**src/rtl/rf_bypass_sb_pkg.sv**
```systemverilog
// Shared register-file types and widths for the miniLA decode/writeback stages.
package rf_pkg;

    localparam int unsigned RF_DATA_W = 32;
    localparam int unsigned RF_ADDR_W = 5;

    typedef logic [RF_DATA_W-1:0] rf_data_t;
    typedef logic [RF_ADDR_W-1:0] rf_addr_t;

    localparam rf_data_t RF_ZERO = '0;

endpackage

```
**src/rtl/rf_bypass_sb_pend_cnt.sv**
```systemverilog
// Per-register pending-write counter: saturating at MAX_INFL, floor at zero,
// simultaneous inc/dec cancels, clr wins over everything.
module rf_pend_cnt #(
    parameter int unsigned MAX_INFL = 3
) (
    input  logic clk,
    input  logic rst,
    input  logic inc,
    input  logic dec,
    input  logic clr,
    output logic nz,
    output logic full,
    output logic one
);

    localparam int unsigned CW = $clog2(MAX_INFL + 1);

    logic [CW-1:0] cnt_q, cnt_d;

    always_comb begin
        cnt_d = cnt_q;
        if (clr) begin
            cnt_d = '0;
        end else if (inc && !dec && cnt_q != CW'(MAX_INFL)) begin
            cnt_d = cnt_q + CW'(1);
        end else if (dec && !inc && cnt_q != '0) begin
            cnt_d = cnt_q - CW'(1);
        end
    end

    always_ff @(posedge clk or posedge rst) begin
        if (rst) begin
            cnt_q <= '0;
        end else begin
            cnt_q <= cnt_d;
        end
    end

    assign nz   = (cnt_q != '0);
    assign full = (cnt_q == CW'(MAX_INFL));
    assign one  = (cnt_q == CW'(1));

endmodule

```
**src/rtl/rf_bypass_sb.sv**
```systemverilog
// Multi-read-port register file with writeback bypass and a per-register
// pending-write scoreboard used for RAW stall detection.
module rf_bypass_sb
    import rf_pkg::*;
#(
    parameter int unsigned DATA_W   = RF_DATA_W,
    parameter int unsigned ADDR_W   = RF_ADDR_W,
    parameter int unsigned NREAD    = 2,
    parameter int unsigned MAX_INFL = 3,
    parameter int unsigned BYPASS   = 1
) (
    input  logic                    clk,
    input  logic                    rst,
    input  logic                    rf_we,
    input  logic [ADDR_W-1:0]       WR,
    input  logic [DATA_W-1:0]       WD,
    input  logic [NREAD*ADDR_W-1:0] rR,
    output logic [NREAD*DATA_W-1:0] RD,
    output logic [NREAD-1:0]        busy,
    input  logic                    iss_valid,
    input  logic [ADDR_W-1:0]       iss_wr,
    output logic                    iss_ready,
    input  logic                    flush
);

    localparam int unsigned DEPTH     = 1 << ADDR_W;
    localparam bit          BYPASS_EN = (BYPASS != 0);

    logic [DATA_W-1:0] regs_q [DEPTH];
    logic [DEPTH-1:0]  nz_w, full_w, one_w;
    logic              iss_acc;

    // r0 has no counter, so its status bits are tied low and it never stalls issue.
    assign nz_w[0]   = 1'b0;
    assign full_w[0] = 1'b0;
    assign one_w[0]  = 1'b0;

    assign iss_ready = !full_w[iss_wr];
    assign iss_acc   = iss_valid && iss_ready;

    for (genvar r = 1; r < DEPTH; r++) begin : g_cnt
        rf_pend_cnt #(.MAX_INFL(MAX_INFL)) u_cnt (
            .clk  (clk),
            .rst  (rst),
            .inc  (iss_acc && (iss_wr == ADDR_W'(r))),
            .dec  (rf_we && (WR == ADDR_W'(r))),
            .clr  (flush),
            .nz   (nz_w[r]),
            .full (full_w[r]),
            .one  (one_w[r])
        );
    end

    always_ff @(posedge clk or posedge rst) begin
        if (rst) begin
            for (int unsigned i = 0; i < DEPTH; i++) begin
                regs_q[i] <= '0;
            end
        end else if (rf_we && WR != '0) begin
            regs_q[WR] <= WD;
        end
    end

    for (genvar k = 0; k < NREAD; k++) begin : g_rd
        logic [ADDR_W-1:0] addr;
        logic              hit;

        assign addr = rR[k*ADDR_W +: ADDR_W];
        // Bypass is suppressed in reset so RD reads zero regardless of WD.
        assign hit  = BYPASS_EN && !rst && rf_we && (WR == addr) && (addr != '0);

        assign RD[k*DATA_W +: DATA_W] = (addr == '0) ? '0 :
                                        hit          ? WD : regs_q[addr];

        // A last pending write being forwarded right now no longer blocks the reader.
        assign busy[k] = !rst && nz_w[addr] && !(hit && one_w[addr]);
    end

endmodule
```
**config.mk**
```make
export PLATFORM = sky130hd
export DESIGN_NAME = rf_bypass_sb
export DESIGN_NICKNAME = d
export VERILOG_FILES = /design/src/rtl/rf_bypass_sb_pkg.sv /design/src/rtl/rf_bypass_sb_pend_cnt.sv /design/src/rtl/rf_bypass_sb.sv
export SDC_FILE = /design/constraint.sdc
export NUM_CORES = 2
export LEC_CHECK = 0
export ABC_CLOCK_PERIOD_IN_PS = 92900
export BUFFER_PORTS_ARGS = -buffer_cell sky130_fd_sc_hd__buf_4
export CAP_MARGIN = 20
export CORE_MARGIN = 4
export CORE_UTILIZATION = 55
export CTS_BUF_LIST = sky130_fd_sc_hd__clkbuf_2
export DETAILED_ROUTE_END_ITERATION = 10
export PLACE_DENSITY_LB_ADDON = 0.2
export SYNTH_ARGS = -nofsm -noshare
export SYNTH_HDL_FRONTEND = slang
export SYNTH_SLANG_ARGS = --single-unit
```
**constraint.sdc**
```tcl
create_clock -name clk -period 92.9 [get_ports clk]
set_input_delay 13.935 -clock clk [delete_from_list [all_inputs] [get_ports clk]]
set_output_delay 13.935 -clock clk [all_outputs]
set_load 0.01 [all_outputs]
```
==> flow_summary.json <==
{
  "arrival_ns": 19.76,
  "grt_start_max_net_pins": 184,
  "cts_sinks": 1086,
  "wl_per_cell_um": 31.0,
  "detail_route.vias_per_cell": 6.80,
  "final.setup.tns_ns": 0,
  "cp.required_ns": 78.96,
  "antenna_found_initial": 3,
  "met3_length_mm": 15.7,
  "p_leak_uw": 0.0293,
  "clk_path_buf_depth": 4,
  "final_nets": 4558,
  "total_power_uw": 1230,
  "grt_first_pass_wirelength_mm": 281,
  "dieWidth_um": 342,
  "cts_tree": "built",
  "cts_resized": 0,
  "yosysSeqAreaShare_pct": 44.2,
  "die-height_um": 342,
  "vias": 41400,
  "place.gp.congestion": 0.850,
  "slowest_stage": "nor2_4",
  "critical_path_buf_inv_count": 7,
  "synth_enable_flop_cells": 0,
  "root_buffer": "clkbuf_2",
  "initialDrtViolationCount": 4391,
  "fillers": 8846,
  "netlist_top_cells_area": "dfrtp_1, mux4_2, mux2_2",
  "syn_area_sq_um": 61500,
  "hold_buffers": 0,
  "cts-buffers-inserted": 306,
  "cap_violations": 0,
  "avgSynthCellArea_sq_um": 14.1,
  "synth_nets": 4518,
  "postCtsSetupBuffers": 0,
  "yosysTopAreaCellShare_pct": 44.2,
  "fin_crit_ns": 33.70,
  "relSlewSlack_pct": 23.1,
  "timing.fmax_mhz": 29.7,
  "async_flop_share_pct": 100,
  "grt_pass1_vias": 42700,
  "wl_met1_mm": 74.5,
  "synth_seq_cells": 1086,
  "crit_chain": "buf_8 -> buf_4 -> buf_4 -> buf_4 -> buf_4 -> nor4_4 -> buf_4 -> nor2_4 -> nand2_1 -> a22o_1 -> buf_4",
  "multi_input_area_sq_um": 32500,
  "outcome": "complete, no violations",
  "worst_setup_path_end_kind": "output pin",
  "clk_latency_ns": 1.51,
  "clk_pin_slew_ns": 0.08,
  "yosys.area.top_type": "dfrtp_1",
  "htree_levels": 5,
  "peakVddDrop_mv": 0.0105,
  "synth_cell_type_count": 70,
  "cellPowerDensity_nw_per_um2": 18.7,
  "dieArea_sq_um": 117000,
  "ant_nets": 0,
  "period_share_pct": 36.3,
  "routed_wl_mm": 189,
  "syn_inst": 4368,
  "drive_gt1_share_pct": 50.3,
  "crit_fanout": 56,
  "rows": 122,
  "rsz0062_at_grt": "false",
  "finalHoldViolations": 0,
  "worstMarginPinSlew_ns": 1.15,
  "grt_usage_pct": 32.7,
  "hold_slack_ns": 0.401,
  "regArea_sq_um": 27200,
  "drc": 0,
  "highest_layer": "met5",
  "slowest_delay_ns": 0.93,
  "skew_ns": 0.124,
  "cp_top_family": "buffers and inverters",
  "synthToLayoutAreaGrowth_pct": 7.05,
  "yosysWarnings": 0,
  "crit_type": "input pin to output pin",
  "grt.overflow.total": 0,
  "io_buffers": 123,
  "hold_path_class": "flop to flop",
  "setup_viol_count_final": 0,
  "synth_top_flop_cell": "dfrtp_1",
  "design.portCount": 124,
  "drv_slew": 0,
  "core_sq_um": 111000,
  "dr.pass1.iters": 5,
  "start_util_pct": 55.5,
  "startpoint_type": "input pin",
  "post-dp-hpwl_mm": 98.7,
  "crit_top_cell": "buf_4",
  "wl_met2_mm": 89.9
}
registers in the layout, summed over array words and instances, names as in the netlist:
| signal | count |
|---|---|
| g_cnt.u_cnt.cnt_q | 62 |
| regs_q | 1024 |
path summary, 6_finish.rpt:
path	start	end	slack (ns)	cells past startpoint
worst max-delay path	rR[5]	busy[1]	59.20	11
worst min-delay path	regs_q[999]	regs_q[999]	0.40	0
worst max register to register	g_cnt[12].u_cnt.cnt_q[0]	g_cnt[11].u_cnt.cnt_q[0]	89.93	7
worst min register to register	regs_q[999]	regs_q[999]	0.40	0
max in group asynchronous	rst	regs_q[909]	77.66	4
min in group asynchronous	rst	g_cnt[11].u_cnt.cnt_q[1]	12.67	2
final cells by class:
class | count | share of cell area [%]
Antenna cell | 9 | 0.0342
Clock buffer | 420 | 3.19
Clock inverter | 75 | 0.532
Inverter | 76 | 0.448
Multi-Input combinational cell | 2755 | 49.4
Sequential cell | 1086 | 41.3
Tap cell | 1488 | 2.83
Timing Repair Buffer | 183 | 2.33
routing by layer:
layer  track usage [%]  vias to the layer above
met3              6.74                      530
met5                 0                        -
li1                  -                    16800
met1              44.4                    22000
met4              15.4                        2
met2              51.1                     2103
placed cells by master, fill, tap and decap left out, types with 9 or more instances in the layout:
master    count
mux2_2      988
nand2_1     375
nor3_1       58
clkinv_2      9
inv_2         9
o211ai_1      9
nor2b_1      16
ha_1         93
nor4_1       10
buf_4       168
nor3b_1      10
a31oi_1       9
nand4_1      10
mux2i_1      38
nand2b_1     19
xnor2_1      26
nand3_1       9
a21oi_1      36
o22ai_1      61
o21ai_0      23
a211oi_1      9
mux4_2      634
dfrtp_1    1086
inv_1        74
nor2_1      123
diode_2       9
o31ai_1      52
clkbuf_2    420
clkinv_1     54
nand2_4      24
cell families (layout without fill, tap and decap cells):
family / after synthesis / count (layout) / synth area share [%]
muxes: 1660 / 1660 / 41.9
DFF: 1086 / 1086 / 44.2
and+or+nand+nor: 721 / 721 / 5.23
buffers and inverters: 527 / 754 / 3.46
AOI/OAI and AO/OA: 249 / 249 / 2.89
adders and majority gates: 93 / 93 / 1.89
xor gates and xnor gates: 32 / 32 / 0.456
other: 0 / 9 / 0
Yosys cell counts, types with 8 or more instances:
library cell     n
xnor2_1         26
nand2_1        404
buf_1           50
o21ai_0         23
mux2i_1         38
inv_1           75
o31ai_1         52
a211oi_1         9
nor2b_1         16
buf_2           82
nand4_1         10
o211ai_1         9
nor3_1          58
nor2_1         130
nand3_1         10
dfrtp_1       1086
o22ai_1         61
or3_1            8
mux4_2         634
clkbuf_1       308
mux2_2         988
nand2b_1        20
buf_4           10
nor4_1          10
ha_1            93
a31oi_1          9
a21oi_1         36
nor3b_1         10
report_power, final:
part / switching [uW] / internal, uW
Sequential: 60.9 / 557
Combinational: 109 / 173
Clock: 205 / 126
Total: 375 / 856
metrics by stage:
step                setup slack, ns  instance area [sq um]  utilization, %  cells
finish                        59.20                  65900            59.4   6092
global route                  58.69                  65900            59.4   6090
CTS                           59.09                  65800            59.3   6080
detailed placement            59.09                  63300            57.1   5585
global placement              59.14                  63300            57.1   5585
floorplan                     48.39                  61500               -   4368
worst reg2reg max path: stages, from the launching register on:
cell and delay (ns):
dfrtp_1 0.44, ha_1 0.25, mux4_2 0.47, nand3_1 0.25, nor2b_1 0.68, nand4_1 0.27
o31a_1 0.20, mux2_2 0.27
Power figures use the tool's default switching activity.
